$ cat src/rtl/uart_pkg.sv
// Shared UART definitions: FSM state encoding, data width and baud divider helper.
package uart_pkg;

  localparam int unsigned DATA_BITS = 8;

  typedef enum logic [2:0] {
    StIdle,
    StStart,
    StData,
    StStop,
    StBrk
  } uart_state_e;

  // Clock cycles per oversample tick, rounded to nearest.
  function automatic int unsigned calc_div(input int unsigned clk_hz,
                                           input int unsigned baud,
                                           input int unsigned oversample);
    int unsigned den;
    den = baud * oversample;
    return (clk_hz + den / 2) / den;
  endfunction

endpackage

$ cat src/rtl/uart_baud_tick.sv
// Oversample tick generator: counts 0..DIV-1 and pulses o_tick on the last count.
module uart_baud_tick #(
  parameter int unsigned DIV = 18
) (
  input  logic i_sysclk,
  input  logic i_rstn,
  input  logic i_clr,
  output logic o_tick
);

  localparam int unsigned CW = (DIV > 1) ? $clog2(DIV) : 1;
  localparam logic [CW-1:0] LAST = CW'(DIV - 1);

  logic [CW-1:0] r_cnt;

  always_ff @(posedge i_sysclk) begin
    if (!i_rstn || i_clr) begin
      r_cnt <= '0;
    end else if (r_cnt == LAST) begin
      r_cnt <= '0;
    end else begin
      r_cnt <= r_cnt + CW'(1);
    end
  end

  assign o_tick = (r_cnt == LAST) && !i_clr;

endmodule

$ cat src/rtl/uart_rx.sv
// 8N1 UART receiver with oversampled mid-bit sampling and a valid/ready byte output.
module uart_rx
  import uart_pkg::*;
#(
  parameter int unsigned CLK_HZ     = 33_333_333,
  parameter int unsigned BAUD       = 115_200,
  parameter int unsigned OVERSAMPLE = 16
) (
  input  logic       i_sysclk,
  input  logic       i_rstn,
  input  logic       i_rxd,
  output logic [7:0] o_data,
  output logic       o_valid,
  input  logic       i_ready,
  output logic       o_frame_err,
  output logic       o_overrun,
  output logic       o_busy
);

  localparam int unsigned DIV = calc_div(CLK_HZ, BAUD, OVERSAMPLE);
  localparam int unsigned SW  = $clog2(OVERSAMPLE);
  localparam logic [SW-1:0] HALF_M1 = SW'(OVERSAMPLE / 2 - 1);
  localparam logic [SW-1:0] FULL_M1 = SW'(OVERSAMPLE - 1);

  logic                 r_sync1;
  logic                 r_rx_s;
  uart_state_e          r_state;
  logic [SW-1:0]        r_scnt;
  logic [2:0]           r_bit_idx;
  logic [DATA_BITS-1:0] r_shift;
  logic                 r_commit;
  logic                 r_frame_err;
  logic [DATA_BITS-1:0] r_data;
  logic                 r_valid;
  logic                 r_overrun;
  logic                 w_tick;
  logic                 w_clr;

  // Holding the divider cleared in IDLE aligns tick phase to the start edge.
  assign w_clr = (r_state == StIdle);

  uart_baud_tick #(
    .DIV(DIV)
  ) u_baud_tick (
    .i_sysclk(i_sysclk),
    .i_rstn  (i_rstn),
    .i_clr   (w_clr),
    .o_tick  (w_tick)
  );

  always_ff @(posedge i_sysclk) begin
    if (!i_rstn) begin
      r_sync1     <= 1'b1;
      r_rx_s      <= 1'b1;
      r_state     <= StIdle;
      r_scnt      <= '0;
      r_bit_idx   <= '0;
      r_shift     <= '0;
      r_commit    <= 1'b0;
      r_frame_err <= 1'b0;
    end else begin
      r_sync1     <= i_rxd;
      r_rx_s      <= r_sync1;
      r_commit    <= 1'b0;
      r_frame_err <= 1'b0;
      unique case (r_state)
        StIdle: begin
          if (!r_rx_s) begin
            r_state <= StStart;
            r_scnt  <= '0;
          end
        end
        StStart: begin
          if (w_tick) begin
            if (r_scnt == HALF_M1) begin
              r_scnt    <= '0;
              r_bit_idx <= '0;
              r_state   <= r_rx_s ? StIdle : StData;
            end else begin
              r_scnt <= r_scnt + SW'(1);
            end
          end
        end
        StData: begin
          if (w_tick) begin
            if (r_scnt == FULL_M1) begin
              r_scnt    <= '0;
              r_shift   <= {r_rx_s, r_shift[DATA_BITS-1:1]};
              r_bit_idx <= r_bit_idx + 3'd1;
              if (r_bit_idx == 3'd7) r_state <= StStop;
            end else begin
              r_scnt <= r_scnt + SW'(1);
            end
          end
        end
        StStop: begin
          if (w_tick) begin
            if (r_scnt == FULL_M1) begin
              r_scnt <= '0;
              if (r_rx_s) begin
                r_commit <= 1'b1;
                r_state  <= StIdle;
              end else begin
                r_frame_err <= 1'b1;
                r_state     <= StBrk;
              end
            end else begin
              r_scnt <= r_scnt + SW'(1);
            end
          end
        end
        StBrk: begin
          if (w_tick && r_rx_s) r_state <= StIdle;
        end
        default: r_state <= StIdle;
      endcase
    end
  end

  // Output holding register; a commit during a handshake replaces the byte without overrun.
  always_ff @(posedge i_sysclk) begin
    if (!i_rstn) begin
      r_data    <= '0;
      r_valid   <= 1'b0;
      r_overrun <= 1'b0;
    end else begin
      r_overrun <= 1'b0;
      if (r_commit) begin
        if (!r_valid || i_ready) begin
          r_data  <= r_shift;
          r_valid <= 1'b1;
        end else begin
          r_overrun <= 1'b1;
        end
      end else if (r_valid && i_ready) begin
        r_valid <= 1'b0;
      end
    end
  end

  assign o_data      = r_data;
  assign o_valid     = r_valid;
  assign o_frame_err = r_frame_err;
  assign o_overrun   = r_overrun;
  assign o_busy      = (r_state != StIdle);

endmodule

$ cat config.mk
export PLATFORM = sky130hd
export DESIGN_NAME = uart_rx
export DESIGN_NICKNAME = d
export VERILOG_FILES = /design/src/rtl/uart_pkg.sv /design/src/rtl/uart_baud_tick.sv /design/src/rtl/uart_rx.sv
export SDC_FILE = /design/constraint.sdc
export NUM_CORES = 1
export LEC_CHECK = 0
export BUFFER_PORTS_ARGS = -buffer_cell sky130_fd_sc_hd__buf_4
export CAP_MARGIN = 15
export CORE_ASPECT_RATIO = 1.4
export CORE_MARGIN = 5
export CORE_UTILIZATION = 51
export CTS_CLUSTER_SIZE = 40
export DETAILED_ROUTE_END_ITERATION = 10
export GPL_TIMING_DRIVEN = 0
export PLACE_DENSITY = 0.73
export SYNTH_ARGS = -nofsm -noshare
export SYNTH_HDL_FRONTEND = slang
export SYNTH_SLANG_ARGS = --single-unit
$ cat constraint.sdc
create_clock -name i_sysclk -period 1.6 [get_ports i_sysclk]
set_input_delay 0.4 -clock i_sysclk [delete_from_list [all_inputs] [get_ports i_sysclk]]
set_output_delay 0.4 -clock i_sysclk [all_outputs]
set_load 0.01 [all_outputs]
After elaboration in Yosys (flattened, before gate mapping)
Cells that the tools add are included.
{"block": "word_totals", "input_bits": 4, "wordCells": 86, "output_inout_bits": 12, "register_bits": 37}
{"block": "op_classes", "n_mux": 29, "n_addsub": 3, "n_reduce_logical": 23, "n_eq_ne": 19}
{"operator": "2-to-1 mux 3 bit", "count": 14}
{"operator": "2-to-1 mux 4 bit", "count": 5}
{"operator": "inequality test 2 bit (second input constant)", "count": 9}
{"operator": "one-hot mux 3 bit (5 select lines)", "count": 1}
{"operator": "one-hot mux 4 bit (3 select lines)", "count": 1}
{"operator": "AND reduction 9 bit", "count": 1}
{"operator": "AND reduction 4 bit", "count": 2}
{"operator": "equality test 3 x 2 -> 1 bit (second input constant)", "count": 2}
{"operator": "equality test 3 bit (second input constant)", "count": 2}
{"operator": "2-to-1 mux 1 bit", "count": 6}
{"operator": "one-hot mux 3 bit (2 select lines)", "count": 1}
{"operator": "AND reduction 2 bit", "count": 3}
{"operator": "nonzero test 3 bit", "count": 2}
{"operator": "adder 5 x 1 -> 5 bit (second input constant)", "count": 1}
{"operator": "equality test 5 bit (second input constant)", "count": 1}
{"operator": "AND reduction 5 bit", "count": 1}
{"operator": "adder 4 x 1 -> 4 bit (second input constant)", "count": 1}
{"operator": "equality test 4 x 3 -> 1 bit (second input constant)", "count": 1}
{"operator": "equality test 4 bit (second input constant)", "count": 1}
{"operator": "inequality test 2 x 1 -> 1 bit (second input constant)", "count": 2}
{"operator": "nonzero test 2 bit", "count": 2}
{"operator": "OR reduction 2 bit", "count": 2}
{"operator": "adder 3 x 1 -> 3 bit (second input constant)", "count": 1}
{"operator": "equality test 3 x 1 -> 1 bit (second input constant)", "count": 1}
{"operator": "6 further kinds", "count": 11}

Longest topological paths before layout
Gate-level depths: netlist of the first run.
{"block": "logic_depth", "depth_word": 6, "depth_mapped": 8, "ltp_nobuf": 6}

Cells and area by module
A second synthesis of the first run with hierarchy kept.
{"block": "unflattened", "cells_unflattened": 161, "hier_area_um2": 1571.5}
{"module": "uart_rx", "area_per_inst_um2": 1361.3, "cells_per_inst": 140, "instances": 1, "seq_area_each_um2": 640.6}
{"module": "uart_baud_tick", "area_per_inst_um2": 210.2, "cells_per_inst": 21, "instances": 1, "seq_area_each_um2": 100.1}

Worst setup path before layout of the first run
OpenSTA, ideal clock, no wires.
{"block": "synth_timing", "path_kind": "register to register", "start": "register u_baud_tick.r_cnt[0]", "end": "register r_state[2]", "required_time_ns": 1.531, "path_stages_with_launch": 7, "synth_period_minus_slack_ns": 1.607, "arrival_ns": 1.538, "setup_ns": 0.069, "slack_ns": -0.007, "n_path_buf": 1, "cell_sequence": "dfxtp_1 -> ha_1 -> nor4bb_1 -> buf_2 -> nand2_1 -> or4_4 -> o21ai_1"}
{"block": "synth_via", "elab_chain_cells": 5, "elab_cells_between_ends": 8, "cone_classes": "eq/ne (5); reduce/logical (3)"}
{"element": "start: declaration", "line": "uart_baud_tick.sv:14", "text": "logic [CW-1:0] r_cnt;"}
{"element": "start signal: assignment", "line": "uart_baud_tick.sv:22", "text": "r_cnt <= r_cnt + CW'(1);"}
{"element": "equality test 5 bit *", "line": "uart_baud_tick.sv:26", "text": "assign o_tick = (r_cnt == LAST) && !i_clr;"}
{"element": "logical AND 1 bit *", "line": "uart_baud_tick.sv:26"}
{"element": "logical AND 1 bit", "line": "uart_rx.sv:113", "text": "if (w_tick && r_rx_s) r_state <= StIdle;"}
{"element": "inequality test 2 bit (no line)"}
{"element": "AND reduction 9 bit (no line) *"}
{"element": "end signal: assignment", "line": "uart_rx.sv:105", "text": "r_state <= StBrk;"}
{"element": "end signal: assignment", "line": "uart_rx.sv:113"}
{"element": "end signal: assignment", "line": "uart_rx.sv:115", "text": "default: r_state <= StIdle;"}
{"element": "end: declaration", "line": "uart_rx.sv:27", "text": "uart_state_e r_state;"}
Mark *: on every way between the ends. The rest lies on a longest branch, timed or not.
A chain may end at the register's enable or synchronous reset.

Final worst setup path of the first run
{"block": "layout_timing", "start": "register r_state[0]", "end": "output o_busy"}
{"block": "layout_via", "elab_chain_cells": 1}
{"element": "start signal: assignment", "line": "uart_rx.sv:55", "text": "r_state <= StIdle;"}
{"element": "start signal: assignment", "line": "uart_rx.sv:69", "text": "r_state <= StStart;"}
{"element": "start signal: assignment", "line": "uart_rx.sv:78", "text": "r_state <= r_rx_s ? StIdle : StData;"}
{"element": "nonzero test 3 bit", "line": "uart_rx.sv:145", "text": "assign o_busy = (r_state != StIdle);"}
{"element": "end: declaration", "line": "uart_rx.sv:17", "text": "output logic o_busy"}
Every way passes these cells.

==> summary.txt, run 1 <==
Die
  – Count of pins on the block boundary: 16
  – Core region area: 3063 um^2
  – Height of the die: 76.25 um
  – Num rows: 24
  – Die area: 4371 um^2
  – Effective utilization at floorplan: 52.21%
  – X dimension of the die: 57.33 um

Setup path
  – Kind of start point of the critical path: flip-flop
  – Worst stage delay on the critical path: 0.39 ns
  – Timing startpoint of the critical path: r_state[0]$_SDFFE_PN0P_
  – Reg2Reg Setup Slack: -0.05 ns
  – Category of the most critical setup path: flip-flop to output pin
  – Cells on worst reg2reg path: 7
  – Startpoint of the most critical register-to-register path: u_baud_tick.r_cnt[1]$_SDFF_PP0_
  – Most frequent CP cell: sky130_fd_sc_hd__buf_6
  – Setup crit end kind: output pin
  – Reg-to-reg endpoint: r_state[0]$_SDFFE_PN0P_
  – Data arrival time at the worst-slack endpoint: 1.27 ns
  – Required time of the critical path: 1.20 ns
  – Maximum fanout along the worst path: 5
  – Critical Path End: o_busy
  – Critical-path top delay cell: sky130_fd_sc_hd__or3_4
  – Ordered cell list for the critical path: buf_6 > or3_4 > buf_6

Placed design
  – Number of buffer cells added on primary ports: 15
  – Number of placed cells counting well taps: 229
  – Area after detailed placement: 1762 um^2
  – Gp weighted congestion: 0.8742
  – Hpwl dp: 2455 um

Hold path
  – Hold_sp: i_rxd
  – Type of the tightest min-delay check: primary input to flip-flop

STA
  – Setup repair after global routing missed its margin: true
  – Max Fclk: 0.5999 GHz
  – Total negative slack for setup checks: -0.1167 ns
  – Max Transition Viols Final: 0
  – Smallest hold slack: 0.2888 ns
  – Worst slew margin relative to its limit: 58.65%
  – Final clock skew: 0.004807 ns
  – Final Setup Violations: 2
  – Measured slew at the worst slew-check pin: 0.6203 ns
  – Period minus WS final: 1.667 ns
  – Final worst-path setup slack: -0.06702 ns
  – Total count of hold-check failures in the final report: 0
  – Final worst path period share: 104.2%

Routing
  – DRC marker count from the first detailed-route iteration: 45
  – Vias after detailed routing: 1,443
  – Detailed Route WL: 3941 um
  – Pre-Repair DR Iteration Count: 4
  – Mean routed wirelength per cell: 15.52 um
  – Vias per cell: 5.681
  – Antenna violation net count after detailed routing: 0
  – Drt drc: 0

Synth
  – Post-synthesis async set-or-reset flop share: 0%
  – Flip-flop and latch count after synthesis: 37
  – Distinct cells, synth: 43
  – Net count of the mapped netlist: 184
  – Post-synth EDFFs: 0
  – Syn avg cell area: 9.137 um^2
  – Share of synthesized area occupied by flip-flops and latches: 46.32%
  – Yosys synthesis warning count: 0
  – Cell area after synthesis: 1599 um^2
  – Instance count of the mapped netlist: 175
  – Most used DFF post-synth: sky130_fd_sc_hd__dfxtp_1

GRT
  – Number of antenna violations at the first check in global routing: 0
  – Number of global-route vias before repair: 1,449
  – Maximum number of pins on one net before global-route repair: 12
  – Global-route wire length before repair: 6299 um
  – Total Routing Usage GR: 18.23%
  – Total grt overflow: 0

Clock tree
  – TritonCTS Buffers: 5
  – Clk Latency, worst-skew pair: 0.29 ns
  – Max H-tree Level: 2
  – CTS clk-pin slew, worst paths: 0.07 ns
  – TritonCTS clock tree: done
  – Number of hold-repair buffers added at the cts stage: 0
  – Sinks on the clock net: 37
  – CTS Root Cell: sky130_fd_sc_hd__clkbuf_8
  – Maximum clock insertion buffer count: 2

Cells and area
  – Most frequent standard cell in the layout excluding fill and tap cells: sky130_fd_sc_hd__dfxtp_1
  – Seq. cell area: 747.0 um^2
  – Layout Utilization: 70.51%
  – Final instance count without filler cells: 254
  – Commonest cells after routing, fill and taps aside: 32 x sky130_fd_sc_hd__dfxtp_1, 27 x sky130_fd_sc_hd__buf_4, 16 x sky130_fd_sc_hd__nand2_1
  – Final Cell Area: 2160 um^2
  – Nets: 223
  – Number of inserted diodes: 0
  – Area delta synth->final: 35.05%
  – Fillers: 227
  – Multi-input logic area: 902.1 um^2
  – Fraction of layout instances using a drive strength above 1: 32.56%

Power
  – Pleak: 0.9313 nW
  – Worst VDD drop: 0.0005842 V
  – Power per cell area: 767.1 nW/um^2

Job
  – # Max-Cap Violations: 0

Run status
  – Outcome: finished, violations left
  – Failing checks: setup timing
## critical path, delay by kind of cell, from the launching register on
kind | cells | cell delay, ns
AND/OR/NAND/NOR | 1 | 0.39
flip-flops | 1 | 0.34
buffers and inverters | 2 | 0.25
## power by group
part / switching, mW / leakage [nW] / internal [mW]
registers: 0.00488 / 0.301 / 0.925
clock network: 0.338 / 0.0450 / 0.302
logic: 0.0450 / 0.585 / 0.0411
total: 0.388 / 0.931 / 1.27
## metal layers
metal | track usage (%) | routed length, um
met5 | 0 | 0
met4 | 9.281 | 93
met3 | 5.085 | 149
met2 | 32.61 | 2092
met1 | 18.72 | 1605
## through the flow
stage	total power [mW]	setup WS (ns)
3_3_place_gp	1.007	-0.1545
3_5_place_dp	1.010	-0.2433
5_1_grt	1.717	-0.1419
6_report	1.657	-0.06702
4_1_cts	1.644	-0.06190
2_1_floorplan	0.9877	0.01617
## worst min-delay path by stage
stage                               to  slack [ns]  depth (start not counted)
finish              r_sync1$_SDFF_PN1_        0.29                          2
global route        r_sync1$_SDFF_PN1_        0.29                          2
CTS                 r_sync1$_SDFF_PN1_        0.29                          2
detailed placement   r_rx_s$_SDFF_PN1_        0.41                          1
global placement     r_rx_s$_SDFF_PN1_        0.40                          1
floorplan            r_rx_s$_SDFF_PN1_        0.39                          1
## flip-flops by register name (all words and copies together), names as in the netlist
name,flops
u_baud_tick.r_cnt,5
o_valid,1
o_data,8
r_shift,8
r_bit_idx,3
o_frame_err,1
o_overrun,1
r_scnt,4
r_state,3
r_sync1,1
r_rx_s,1
r_commit,1
## cell usage after synthesis, types with 2 or more instances
master,instances,area [um^2]
sky130_fd_sc_hd__a21oi_1,4,20.02
sky130_fd_sc_hd__nor2_1,8,30.03
sky130_fd_sc_hd__nand2b_1,4,25.02
sky130_fd_sc_hd__xor2_1,2,17.52
sky130_fd_sc_hd__nor4b_1,2,17.52
sky130_fd_sc_hd__buf_2,4,20.02
sky130_fd_sc_hd__mux2i_1,9,90.09
sky130_fd_sc_hd__xnor2_1,2,17.52
sky130_fd_sc_hd__dfxtp_1,37,740.7
sky130_fd_sc_hd__nor3_1,3,15.01
sky130_fd_sc_hd__o21ai_0,11,55.05
sky130_fd_sc_hd__ha_1,5,62.56
sky130_fd_sc_hd__clkbuf_1,7,26.28
sky130_fd_sc_hd__nor3b_1,2,15.01
sky130_fd_sc_hd__and2_1,2,12.51
sky130_fd_sc_hd__nand2_1,17,63.81
sky130_fd_sc_hd__inv_1,2,7.510
sky130_fd_sc_hd__nand3_1,19,95.09
sky130_fd_sc_hd__nor2b_1,11,68.82
## cell type report
cell class / instances / share of cell area, %
flip-flops and latches: 37 / 34.59
inverters: 2 / 0.3476
plain buffers: 11 / 4.171
multi-input cells: 125 / 41.77
clock buffers: 6 / 3.360
repair buffers: 32 / 13.04
clock inverters: 2 / 0.4635
well taps: 39 / 2.260
## kinds of logic (layout without fill, tap and decap cells)
kind of cell               after synthesis  in the layout  synth area share, %
and+or+nand+nor                         79             79                27.31
DFF                                     37             37                46.32
AOI/OAI and AO/OA                       28             28                11.27
buffers and inverters                   13             53                3.365
muxes                                    9              9                5.634
adders and majority gates                5              5                3.912
xor gates and xnor gates                 4              4                2.191
## repair_timing
item | in CTS | in global routing
setup endpoints to repair | 13 | 15
pin swaps | 3 | 10
cloned | 0 | 1
gates resized for setup | 29 | 20
setup buffers | 8 | 8
Note: power is estimated with default switching activity, not from simulation.
==> inputs of run 2 (changes only) <==
--- a/config.mk
+++ b/config.mk
@@ -14,6 +14,7 @@
 export DETAILED_ROUTE_END_ITERATION = 10
 export GPL_TIMING_DRIVEN = 0
 export PLACE_DENSITY = 0.73
+export SETUP_SLACK_MARGIN = 0.3
 export SYNTH_ARGS = -nofsm -noshare
 export SYNTH_HDL_FRONTEND = slang
 export SYNTH_SLANG_ARGS = --single-unit
==> run 2 against run 1 <==
The run still ends with setup timing left. Combinational power up 18%. Die area unchanged. Clock-buffer cell count did not move. Critical path depth unchanged. Worst hold slack improved by 0.021 ns. Sequential power about the same. Critical path type unchanged. Largest cell class unchanged.
==> summary.txt, run 2 (synthesized netlist as in run 1, its figures left out) <==
Run status
  – Outcome: finished, violations left
  – Failing checks: setup timing

Cells and area
  – Number of inserted diodes: 0 (unchanged)
  – Commonest cells after routing, fill and taps aside: 33 x sky130_fd_sc_hd__buf_4, 29 x sky130_fd_sc_hd__dfxtp_1, 15 x sky130_fd_sc_hd__nand2_1
  – Fillers: 201 (-11%)
  – Area delta synth->final: 51.17%
  – Final instance count without filler cells: 266 (+4.7%)
  – Most frequent standard cell in the layout excluding fill and tap cells: sky130_fd_sc_hd__buf_4
  – Fraction of layout instances using a drive strength above 1: 47.14% (+15 points)
  – Nets: 235 (+5.4%)

STA
  – Total count of hold-check failures in the final report: 0 (unchanged)
  – Max Fclk: 0.5950 GHz (-0.81%)
  – Final worst path period share: 105.0% (+0.85 points)
  – Setup repair after global routing missed its margin: true
  – Worst slew margin relative to its limit: 57.91% (-0.73 points)
  – Final clock skew: 0.008310 ns (+0.003503 ns)
  – Smallest hold slack: 0.3095 ns (+0.02074 ns)
  – Max Transition Viols Final: 0 (unchanged)
  – Measured slew at the worst slew-check pin: 0.6313 ns (+0.01102 ns)
  – Period minus WS final: 1.681 ns (+0.01359 ns)
  – Final Setup Violations: 4 (+2)
  – Total negative slack for setup checks: -0.1387 ns (-0.02198 ns)
  – Final worst-path setup slack: -0.08060 ns (-0.01359 ns)

Placed design
  – Number of buffer cells added on primary ports: 15 (unchanged)
  – Number of placed cells counting well taps: 229 (unchanged)
  – Gp weighted congestion: 0.8430 (-3.6%)
  – Hpwl dp: 2397 um (-2.4%)

Setup path
  – Startpoint of the most critical register-to-register path: u_baud_tick.r_cnt[1]$_SDFF_PP0_
  – Category of the most critical setup path: flip-flop to output pin
  – Data arrival time at the worst-slack endpoint: 1.28 ns (about the same)
  – Reg2Reg Setup Slack: -0.04 ns (about the same)
  – Required time of the critical path: 1.20 ns (about the same)
  – Reg-to-reg endpoint: r_shift[6]$_SDFFE_PN0P_
  – Cells on worst reg2reg path: 9 (+2)
  – Maximum fanout along the worst path: 6 (+1)
  – Kind of start point of the critical path: flip-flop
  – Setup crit end kind: output pin

Routing
  – Pre-Repair DR Iteration Count: 5 (+1)
  – Antenna violation net count after detailed routing: 0 (unchanged)
  – DRC marker count from the first detailed-route iteration: 59 (+31%)
  – Vias after detailed routing: 1,550 (+7.4%)
  – Mean routed wirelength per cell: 18.68 um (+20%)
  – Detailed Route WL: 4969 um (+26%)
  – Drt drc: 0 (unchanged)
  – Vias per cell: 5.827 (+2.6%)

Die
  – Height of the die: 76.25 um (unchanged)
  – Num rows: 24 (unchanged)
  – Die area: 4371 um^2 (unchanged)
  – Count of pins on the block boundary: 16 (unchanged)
  – X dimension of the die: 57.33 um (unchanged)
  – Effective utilization at floorplan: 52.21% (unchanged)
  – Core region area: 3063 um^2 (unchanged)

Clock tree
  – Clk Latency, worst-skew pair: 0.30 ns (about the same)
  – TritonCTS Buffers: 5 (unchanged)
  – Max H-tree Level: 2 (unchanged)
  – Maximum clock insertion buffer count: 2 (unchanged)
  – TritonCTS clock tree: done
  – Sinks on the clock net: 37 (unchanged)
  – CTS Root Cell: sky130_fd_sc_hd__clkbuf_8
  – Number of hold-repair buffers added at the cts stage: 0 (unchanged)
  – CTS clk-pin slew, worst paths: 0.07 ns (about the same)

GRT
  – Number of antenna violations at the first check in global routing: 0 (unchanged)
  – Total Routing Usage GR: 22.10% (+3.9 points)
  – Maximum number of pins on one net before global-route repair: 12 (unchanged)
  – Global-route wire length before repair: 7534 um (+20%)
  – Number of global-route vias before repair: 1,598 (+10%)
  – Total grt overflow: 0 (unchanged)

Power
  – Pleak: 0.9857 nW (+5.8%)
  – Power per cell area: 689.0 nW/um^2 (-10%)
  – Worst VDD drop: 0.0006719 V (+15%)

Hold path
  – Hold path depth: 2 (unchanged)
  – Type of the tightest min-delay check: primary input to flip-flop
  – Hold_sp: i_rxd
  – Endpoint of the worst hold path: r_sync1$_SDFF_PN1_

Job
  – # Max-Cap Violations: 0 (unchanged)
-- run 2: timing repair --
action | in CTS | in global routing
resized for setup | 70 | 14
pin swaps | 17 | 6
cloned | 1 | 0
setup endpoints to repair | 26 | 34
setup buffers | 20 | 8
-- run 2: per-layer routing --
layer	track usage [%]	up-vias	part of all wire, %
li1	-	715	-
met3	4.746	20	5.0
met2	40.16	68	53
met1	22.29	747	37
met5	0	-	0
met4	12.76	0	4.8
-- run 2: report_power, final --
| part | switching, mW | internal (mW) |
|---|---|---|
| Sequential | 0.00528 | 0.924 |
| Combinational | 0.0535 | 0.0482 |
| Clock | 0.333 | 0.302 |
-- run 2: critical path, cell delays in order, from the launching register on --
cell and delay, ns:
sky130_fd_sc_hd__dfxtp_2 0.33, sky130_fd_sc_hd__buf_8 0.12, sky130_fd_sc_hd__or3_4 0.40, sky130_fd_sc_hd__buf_6 0.13
-- run 2: worst max path at each step --
stage	from	to	slack [ns]	cells past startpoint
floorplan	u_baud_tick.r_cnt[0]$_SDFF_PP0_	r_state[2]$_SDFFE_PN0P_	0.09	6
global placement	u_baud_tick.r_cnt[0]$_SDFF_PP0_	r_shift[6]$_SDFFE_PN0P_	-0.02	7
detailed placement	u_baud_tick.r_cnt[0]$_SDFF_PP0_	r_shift[6]$_SDFFE_PN0P_	-0.11	7
CTS	r_state[1]$_SDFFE_PN0P_	o_busy	-0.06	3
global route	u_baud_tick.r_cnt[2]$_SDFF_PP0_	r_shift[6]$_SDFFE_PN0P_	-0.14	7
finish	r_state[2]$_SDFFE_PN0P_	o_busy	-0.08	3
-- run 2: final cells by class --
type                    instances  area (um^2)  share of cell area, %
inverters                       2        7.507                 0.3106
plain buffers                  11        96.34                  3.986
clock buffers                   6        72.57                  3.002
flip-flops and latches         37        753.2                  31.16
multi-input cells             125         1045                  43.22
clock inverters                 2        10.01                 0.4141
well taps                      39        48.80                  2.019
repair buffers                 44        384.1                  15.89
-- run 2: metrics by stage --
| stage | total power, mW | util (%) | instance area, um^2 | setup WS, ns |
|---|---|---|---|---|
| 6_report | 1.666 | 78.92 | 2417 | -0.08060 |
| 3_3_place_gp | 1.010 | 58.62 | 1795 | -0.02085 |
| 3_5_place_dp | 1.012 | 58.62 | 1795 | -0.1146 |
| 2_1_floorplan | 0.9901 | - | 1634 | 0.09071 |
| 4_1_cts | 1.648 | 75.49 | 2312 | -0.05733 |
| 5_1_grt | 1.735 | 78.92 | 2417 | -0.1412 |
